==> config.mk <==
export PLATFORM = sky130hd
export DESIGN_NAME = addsub_share_arbiter
export DESIGN_NICKNAME = d
export VERILOG_FILES = /design/src/rtl/addsub_share_arbiter.sv
export SDC_FILE = /design/constraint.sdc
export NUM_CORES = 1
export LEC_CHECK = 0
export CORE_ASPECT_RATIO = 0.75
export CORE_MARGIN = 10
export CORE_UTILIZATION = 40
export DETAILED_ROUTE_END_ITERATION = 12
export PLACE_DENSITY_LB_ADDON = 0.1
export SETUP_SLACK_MARGIN = 0.02
export SLEW_MARGIN = 20
export SYNTH_ARGS = -nofsm -noshare
export SYNTH_HDL_FRONTEND = slang
export SYNTH_SLANG_ARGS = --single-unit
==> constraint.sdc <==
create_clock -name clk -period 2.59 [get_ports clk]
set_clock_uncertainty 0.05 [all_clocks]
set_input_delay 0.3885 -clock clk [delete_from_list [all_inputs] [get_ports clk]]
set_output_delay 0.3885 -clock clk [all_outputs]
set_load 0.01 [all_outputs]
==> src/rtl/addsub_share_arbiter.sv <==
// Round-robin arbiter sharing one combinational adder/subtractor between two requesters.
// Operands are registered onto the adder at grant; results are captured one cycle later.
module addsub_share_arbiter #(
    parameter int unsigned WIDTH = 4
) (
    input  logic             clk,
    input  logic             rst,
    input  logic             req0,
    input  logic [WIDTH-1:0] a0,
    input  logic [WIDTH-1:0] b0,
    input  logic             m0,
    input  logic             req1,
    input  logic [WIDTH-1:0] a1,
    input  logic [WIDTH-1:0] b1,
    input  logic             m1,
    output logic             ack0,
    output logic             ack1,
    output logic             done0,
    output logic             done1,
    output logic [WIDTH-1:0] res_s,
    output logic             res_cout,
    output logic             res_v,
    output logic             busy,
    output logic [WIDTH-1:0] add_a,
    output logic [WIDTH-1:0] add_b,
    output logic             add_m,
    input  logic [WIDTH-1:0] add_s,
    input  logic             add_cout,
    input  logic             add_v
);

    typedef enum logic {
        IDLE = 1'b0,
        EXEC = 1'b1
    } state_e;

    state_e           state_q,      state_d;
    logic             last_grant_q, last_grant_d;
    logic             owner_q,      owner_d;
    logic             ack0_q,       ack0_d;
    logic             ack1_q,       ack1_d;
    logic             done0_q,      done0_d;
    logic             done1_q,      done1_d;
    logic             busy_q,       busy_d;
    logic [WIDTH-1:0] res_s_q,      res_s_d;
    logic             res_cout_q,   res_cout_d;
    logic             res_v_q,      res_v_d;
    logic [WIDTH-1:0] add_a_q,      add_a_d;
    logic [WIDTH-1:0] add_b_q,      add_b_d;
    logic             add_m_q,      add_m_d;
    logic             grant;

    // Next-state, grant selection and output staging
    always_comb begin
        state_d      = state_q;
        last_grant_d = last_grant_q;
        owner_d      = owner_q;
        ack0_d       = 1'b0;
        ack1_d       = 1'b0;
        done0_d      = 1'b0;
        done1_d      = 1'b0;
        res_s_d      = res_s_q;
        res_cout_d   = res_cout_q;
        res_v_d      = res_v_q;
        add_a_d      = add_a_q;
        add_b_d      = add_b_q;
        add_m_d      = add_m_q;
        grant        = 1'b0;

        case (state_q)
            IDLE: begin
                if (req0 || req1) begin
                    // On a tie the requester that did not win last time goes first
                    grant        = (req0 && req1) ? ~last_grant_q : req1;
                    last_grant_d = grant;
                    owner_d      = grant;
                    state_d      = EXEC;
                    if (grant) begin
                        add_a_d = a1;
                        add_b_d = b1;
                        add_m_d = m1;
                        ack1_d  = 1'b1;
                    end else begin
                        add_a_d = a0;
                        add_b_d = b0;
                        add_m_d = m0;
                        ack0_d  = 1'b1;
                    end
                end
            end
            EXEC: begin
                res_s_d    = add_s;
                res_cout_d = add_cout;
                res_v_d    = add_v;
                done0_d    = ~owner_q;
                done1_d    = owner_q;
                state_d    = IDLE;
            end
            default: state_d = IDLE;
        endcase

        busy_d = (state_d == EXEC);
    end

    always_ff @(posedge clk) begin
        if (rst) begin
            state_q      <= IDLE;
            last_grant_q <= 1'b1;
            owner_q      <= 1'b0;
            ack0_q       <= 1'b0;
            ack1_q       <= 1'b0;
            done0_q      <= 1'b0;
            done1_q      <= 1'b0;
            busy_q       <= 1'b0;
            res_s_q      <= '0;
            res_cout_q   <= 1'b0;
            res_v_q      <= 1'b0;
            add_a_q      <= '0;
            add_b_q      <= '0;
            add_m_q      <= 1'b0;
        end else begin
            state_q      <= state_d;
            last_grant_q <= last_grant_d;
            owner_q      <= owner_d;
            ack0_q       <= ack0_d;
            ack1_q       <= ack1_d;
            done0_q      <= done0_d;
            done1_q      <= done1_d;
            busy_q       <= busy_d;
            res_s_q      <= res_s_d;
            res_cout_q   <= res_cout_d;
            res_v_q      <= res_v_d;
            add_a_q      <= add_a_d;
            add_b_q      <= add_b_d;
            add_m_q      <= add_m_d;
        end
    end

    assign ack0     = ack0_q;
    assign ack1     = ack1_q;
    assign done0    = done0_q;
    assign done1    = done1_q;
    assign busy     = busy_q;
    assign res_s    = res_s_q;
    assign res_cout = res_cout_q;
    assign res_v    = res_v_q;
    assign add_a    = add_a_q;
    assign add_b    = add_b_q;
    assign add_m    = add_m_q;

endmodule

# Yosys cells after proc, flatten, opt, wreduce, memory -nomap -nowiden
# Cells that the tools add are included.
# Widths: inputs -> output; s select.
# word_totals
reg_bits	22
output_inout_bits	20
word_cells	30
# op_classes
n_mux	8
bitwise_logic	4
n_reduce_logical	5
# op_table
op	n
$mux 4	2
$mux 1	5
$not 1->1	4
$reduce_or 3->1	1
$pmux 1 s2	1
$reduce_and 2->1	1
$reduce_or 2->1	1
$logic_and 1x1->1	1
$logic_or 1x1->1	1

# Logic depth before layout (Yosys ltp)
# Gate-level depths: netlist of run 1.
# depth
ltp_word	3
depth_mapped	4
depth_no_buf	3

# Worst setup path before layout of run 1
# OpenSTA, ideal clock, no wires.
# synth_timing
kind	reg-to-reg
startpoint	register, netlist name busy
endpoint	register add_a_q[0] (netlist: add_a[0])
setup_ns	0.086
t_arrival_ns	0.997
required_time_ns	2.454
slack_ns	1.457
stages_incl_launch_ff	5
period_less_slack_ns	1.133
cell_sequence	dfxtp_1 o21bai_2 buf_2 a21oi_1 a211oi_1
# synth_rtl
item	line	rtl
end signal, assigned	118	add_a_q <= '0;
end signal, assigned	133	add_a_q <= add_a_d;
end, declared	48	logic [WIDTH-1:0] add_a_q, add_a_d;

# Worst setup path after layout of run 1
# layout_timing
startpoint	register busy_q (netlist: busy)
endpoint	output busy
# layout_rtl
item	line	rtl
start, declared	44	logic busy_q, busy_d;
start signal, assigned	129	busy_q <= busy_d;
end, declared	23	output logic busy,
# No word-level cell between the ends.

==> metrics.md, run 1 <==
| Metric | Value |
|---|---|
| Status | `finished clean` |
| GPL Wtd Cong | `0.691` |
| CTS max path bufs | `2` |
| First-pass GRT wire length | `3800 um` |
| Clock share of power | `21.2%` |
| Kind of critical path | `reg2out` |
| CTS root buffer | `clkbuf_4` |
| Worst Hold Launch | `owner_q` |
| Final setup TNS | `0 ps` |
| Primary FF master, synth | `dfxtp_1` |
| Cell area power density | `527 nW/um^2` |
| Largest net degree at the start of global routing | `17` |
| Clock slew at reported path FFs | `110 ps` |
| CTS tree | `done` |
| Combinational Power Share | `24.8%` |
| Post-DP Area | `1330 um^2` |
| Final #Nets | `165` |
| Commonest non-fill, non-tap cell in the layout | `clkdlybuf4s50_1` |
| WHS Path Cells | `1` |
| Synth cell types | `20` |
| Worst Path Required | `2150 ps` |
| Slew Viols, Final | `0` |
| Final Setup Violations | `0` |
| Final hold vios | `0` |
| Worst setup margin | `499 ps` |
| Maximum vdd ir drop | `0.000443 V` |
| I/O Pins | `48` |
| TritonCTS Buffers | `3` |
| Initial antenna violation count | `0` |
| GR peak layer | `met2` |
| Tmin final | `2090 ps` |
| Mapped Nets | `118` |
| EDFF count, synth | `0` |
| Reg2reg end | `add_b[3]` |
| Post-CTS Setup Bufs | `0` |
| CTS resizes | `0` |
| Avg Synthesized Cell Area | `9.48 um^2` |
| Switching part of the total | `26.0%` |
| Worst r2r path cells | `3` |
| Hold slack | `408 ps` |
| Met3 GRT Util | `6.13%` |
| Seq cells post-synth | `22` |
| Mapped Cells | `90` |
| Fillcell total | `179` |
| Buffer and inverter count on the worst path | `1` |
| Global route overflow | `0` |
| Met1 Resource Use GR | `11.5%` |
| Pint | `0.526 mW` |
| Most frequent cells in the layout | `clkdlybuf4s50_1, dfxtp_1, nor2_1` |
| Slack of the worst reg-to-reg path | `1070 ps` |
| Worst slew margin | `61.6%` |
| N_diodes | `0` |
| Post-route DRC violation count | `0` |
| Max Clock Freq | `0.478 GHz` |
| Vias in the first global route | `812` |
| Crit path cell chain | `clkdlybuf4s50_1` |
| Via-to-Cell Ratio | `4.97` |
| Syn. warnings | `0` |
| Finished Layout Cells | `159` |
| Post-synthesis sequential area ratio | `51.6%` |
| Placed cell count | `156` |
| Synthesized area | `853 um^2` |
| Worst-margin pin slew | `576 ps` |
| Port Buf Inserts | `47` |
| Die footprint | `4400 um^2` |
| H-tree levels | `1` |
| CP Data Arrival Time | `1650 ps` |
| Total track usage | `10.8%` |
| Total routed wirelength | `2420 um` |
| Critical R2R Launch | `busy` |
| Via count | `790` |
| Iter 0 DRT Violations | `22` |
| Slowest cell on crit path | `dfxtp_1` |
| Final Instance Area | `1350 um^2` |
| RSZ-0062 raised after global routing | `false` |
| Clk_lat worst skew | `300 ps` |
| Wirelength per Cell | `15.2 um` |
| NetSw | `0.184 mW` |
| Die H | `60 um` |
| Tcrit/Tclk final | `80.7%` |
| Hold/Removal Path Class | `reg2reg` |
| Clk sink count | `22` |
| Slowest Stage Delay on Critical Path | `700 ps` |
| Sequential share of power | `54.0%` |
| Setup WS pre-CTS | `730 ps` |
| Pleak | `0.529 nW` |
| Initial Util | `42.4%` |
| Post-synth ARST share | `0%` |
| Critical Path Start Type | `register` |
| Number of iterations in the first detailed-routing pass | `4` |
| Critical Path End Type | `output pin` |
| Die W | `73.3 um` |
| Worst Path Max Fanout | `15` |
| Grt met2 use | `18.8%` |
| Core area | `2010 um^2` |
| # Max-Cap Violations | `0` |
| # rows | `14` |
| Cts hold-fix bufs | `0` |
| Antenna Violating Nets Remaining | `0` |
| Ratio of cells with drive above 1 in the final layout | `6.67%` |
| Hold Crit Endpoint | `done0` |
| P&R area growth vs syn | `57.9%` |
| CP top delay family | `flip-flops` |
| Post-DP HPWL | `1920 um` |
-- flip-flops by register name (all words and copies together), names as in the netlist --
register and flops:
done0 1, busy 1, ack1 1, last_grant_q 1, owner_q 1, add_a 4
done1 1, add_b 4, res_s 4, add_m 1, ack0 1, res_v 1
res_cout 1
-- how the worst max path moves through the flow --
stage                     startpoint       end  slack (ps)  cells after the start
final                           busy      busy         500                      1
after global placement          req0  add_a[3]         770                      4
after global routing            busy      busy         430                      1
after floorplan                 busy  add_a[0]        1460                      4
after CTS                       busy      busy         480                      1
after detailed placement        req0  add_b[2]         730                      4
-- synthesized netlist by cell type (all sizes together) (2+ instances only) --
master / instances / area [um^2]
a211oi: 9 / 67.6
a21oi: 9 / 45.0
buf: 4 / 28.8
clkbuf: 2 / 7.51
dfxtp: 22 / 440
mux2i: 6 / 60.1
nand2: 9 / 33.8
nor2: 18 / 67.6
nor3: 2 / 10.0
-- power by group through the flow --
stage          Combinational [mW]  Clock (mW)  Sequential [mW]
2_1_floorplan              0.0710           0            0.398
4_1_cts                     0.180       0.156            0.384
3_5_place_dp                0.179           0            0.392
6_report                    0.176       0.151            0.383
5_1_grt                     0.194       0.166            0.387
3_3_place_gp                0.177           0            0.390
-- stage by stage --
step           total power, mW  util (%)
2_1_floorplan            0.469         -
3_3_place_gp             0.566      65.8
3_5_place_dp             0.571      65.8
4_1_cts                  0.719      66.9
5_1_grt                  0.747      66.9
6_report                 0.710      66.9
-- metal layers --
metal / vias to the layer above / wire length (um)
met5: - / 0
met4: 0 / 9
met3: 2 / 259
met2: 25 / 1150
met1: 361 / 999
li1: 402 / -
-- worst register-to-register path: stages (launching register included) --
cell	delay (ps)
dfxtp_1	700
o21bai_2	350
a21oi_1	80
a211oi_1	260
-- area by class of cell --
type,instances,area (um^2),share of cell area [%]
timing repair buffer,48,478,35.5
clock buffer,3,22.5,1.67
multi-input combinational,62,377,27.9
tap,24,30.0,2.23
sequential,22,440,32.7
-- cells by family (layout without fill, tap and decap cells) --
logic type | Yosys count | count (layout) | synth area share, %
compound gates | 24 | 24 | 21.4
buf+inv | 6 | 51 | 4.25
flops | 22 | 22 | 51.6
mux | 6 | 6 | 7.04
simple gates | 32 | 32 | 15.7
No activity file was read; power rests on OpenSTA's default activity.
==> run 2: changes to the inputs <==
CORE_UTILIZATION = 33   (was 40)
clock period = 1.7 ns   (was 2.59 ns; I/O delays follow)
==> run 2 against run 1 <==
Effect of this change: setup slack got worse by 390 ps; wire length is 2.8% higher; global-route usage decreased by 0.74 points; critical path type unchanged.
==> metrics.md, run 2 (synthesis results as in run 1) <==
| Metric | Value |
|---|---|
| Status | `finished clean` |
| Post-route DRC violation count | `0` |
| Die W | `78.7 um` |
| Max Clock Freq | `0.627 GHz` |
| Slowest cell on crit path | `clkdlybuf4s50_1` |
| Iter 0 DRT Violations | `26` |
| Placed cell count | `168` |
| CP top delay family | `buffers and inverters` |
| Tmin final | `1600 ps` |
| Worst setup margin | `105 ps` |
| Clk_lat worst skew | `310 ps` |
| H-tree levels | `1` |
| Worst-margin pin slew | `296 ps` |
| Cts hold-fix bufs | `0` |
| Number of iterations in the first detailed-routing pass | `3` |
| GPL Wtd Cong | `0.687` |
| Final Setup Violations | `0` |
| Maximum vdd ir drop | `0.000359 V` |
| Wirelength per Cell | `14.4 um` |
| P&R area growth vs syn | `64.2%` |
| Core area | `2380 um^2` |
| Slew Viols, Final | `0` |
| CP Data Arrival Time | `1290 ps` |
| Pleak | `0.551 nW` |
| Critical Path End Type | `output pin` |
| I/O Pins | `48` |
| Hold/Removal Path Class | `reg2reg` |
| N_diodes | `0` |
| Initial Util | `35.8%` |
| Worst Path Max Fanout | `6` |
| Commonest non-fill, non-tap cell in the layout | `clkdlybuf4s50_1` |
| Via count | `812` |
| Worst Path Required | `1390 ps` |
| Post-DP Area | `1370 um^2` |
| Ratio of cells with drive above 1 in the final layout | `8.70%` |
| Crit path cell chain | `clkdlybuf4s50_1` |
| Tcrit/Tclk final | `93.8%` |
| Final setup TNS | `0 ps` |
| Post-DP HPWL | `1900 um` |
| Setup WS pre-CTS | `29.2 ps` |
| CTS root buffer | `clkbuf_4` |
| Final #Nets | `167` |
| Via-to-Cell Ratio | `4.72` |
| Total track usage | `10.1%` |
| First-pass GRT wire length | `4140 um` |
| Clk sink count | `22` |
| Port Buf Inserts | `47` |
| Fillcell total | `235` |
| TritonCTS Buffers | `3` |
| Slack of the worst reg-to-reg path | `540 ps` |
| Final hold vios | `0` |
| Cell area power density | `827 nW/um^2` |
| Post-CTS Setup Bufs | `0` |
| Kind of critical path | `reg2out` |
| Finished Layout Cells | `172` |
| Antenna Violating Nets Remaining | `0` |
| Most frequent cells in the layout | `clkdlybuf4s50_1, dfxtp_1, nor2_1` |
| Global route overflow | `0` |
| Die footprint | `5040 um^2` |
| # rows | `15` |
| Buffer and inverter count on the worst path | `1` |
| Largest net degree at the start of global routing | `16` |
| CTS resizes | `0` |
| Final Instance Area | `1400 um^2` |
| Vias in the first global route | `859` |
| Worst slew margin | `80.2%` |
| CTS max path bufs | `2` |
| CTS tree | `done` |
| Initial antenna violation count | `0` |
| Slowest Stage Delay on Critical Path | `570 ps` |
| Clock slew at reported path FFs | `120 ps` |
| Total routed wirelength | `2490 um` |
| # Max-Cap Violations | `0` |
| RSZ-0062 raised after global routing | `false` |
| Die H | `64.0 um` |
| Critical Path Start Type | `register` |
==> run 2: cell types whose count changed in the layout (fill, tap and decap cells not counted), sizes merged <==
cell / change
clkbuf: +1
buf: +2
==> run 2: path summary, 6_finish.rpt <==
check                           cells past startpoint         start       end
worst max register to register                      3  last_grant_q  add_b[0]
worst min-delay path                                1       owner_q     done0
worst min register to register                      1       owner_q     done0
worst max-delay path                                1          busy      busy
==> run 2: power breakdown <==
| part | total (mW) | internal, mW | switching, mW |
|---|---|---|---|
| sequential | 0.579 | 0.556 | 0.0228 |
| combinational | 0.289 | 0.173 | 0.116 |
| clock | 0.290 | 0.131 | 0.160 |
| total | 1.16 | 0.860 | 0.298 |
==> run 2: stage by stage <==
step                      util (%)  hold slack (ps)  power [mW]
after floorplan                  -              309       0.714
after global placement        57.3              389       0.878
after detailed placement      57.3              403       0.883
after CTS                     58.8              421        1.18
after global routing          58.8              435        1.23
final                         58.8              415        1.16
==> run 2: cell type report <==
class,count,area [um^2],area share (%)
Multi-Input combinational cell,62,377,26.9
Clock buffer,4,36.3,2.59
Tap cell,34,42.5,3.04
Timing Repair Buffer,50,505,36.1
Sequential cell,22,440,31.4
==> run 2: routing by layer <==
layer	up-vias	track usage, %	share of wire, %
met1	377	12.3	46
li1	409	-	-
met4	0	2.23	0.68
met2	24	15.2	44
met5	-	0	0
met3	2	5.73	8.8
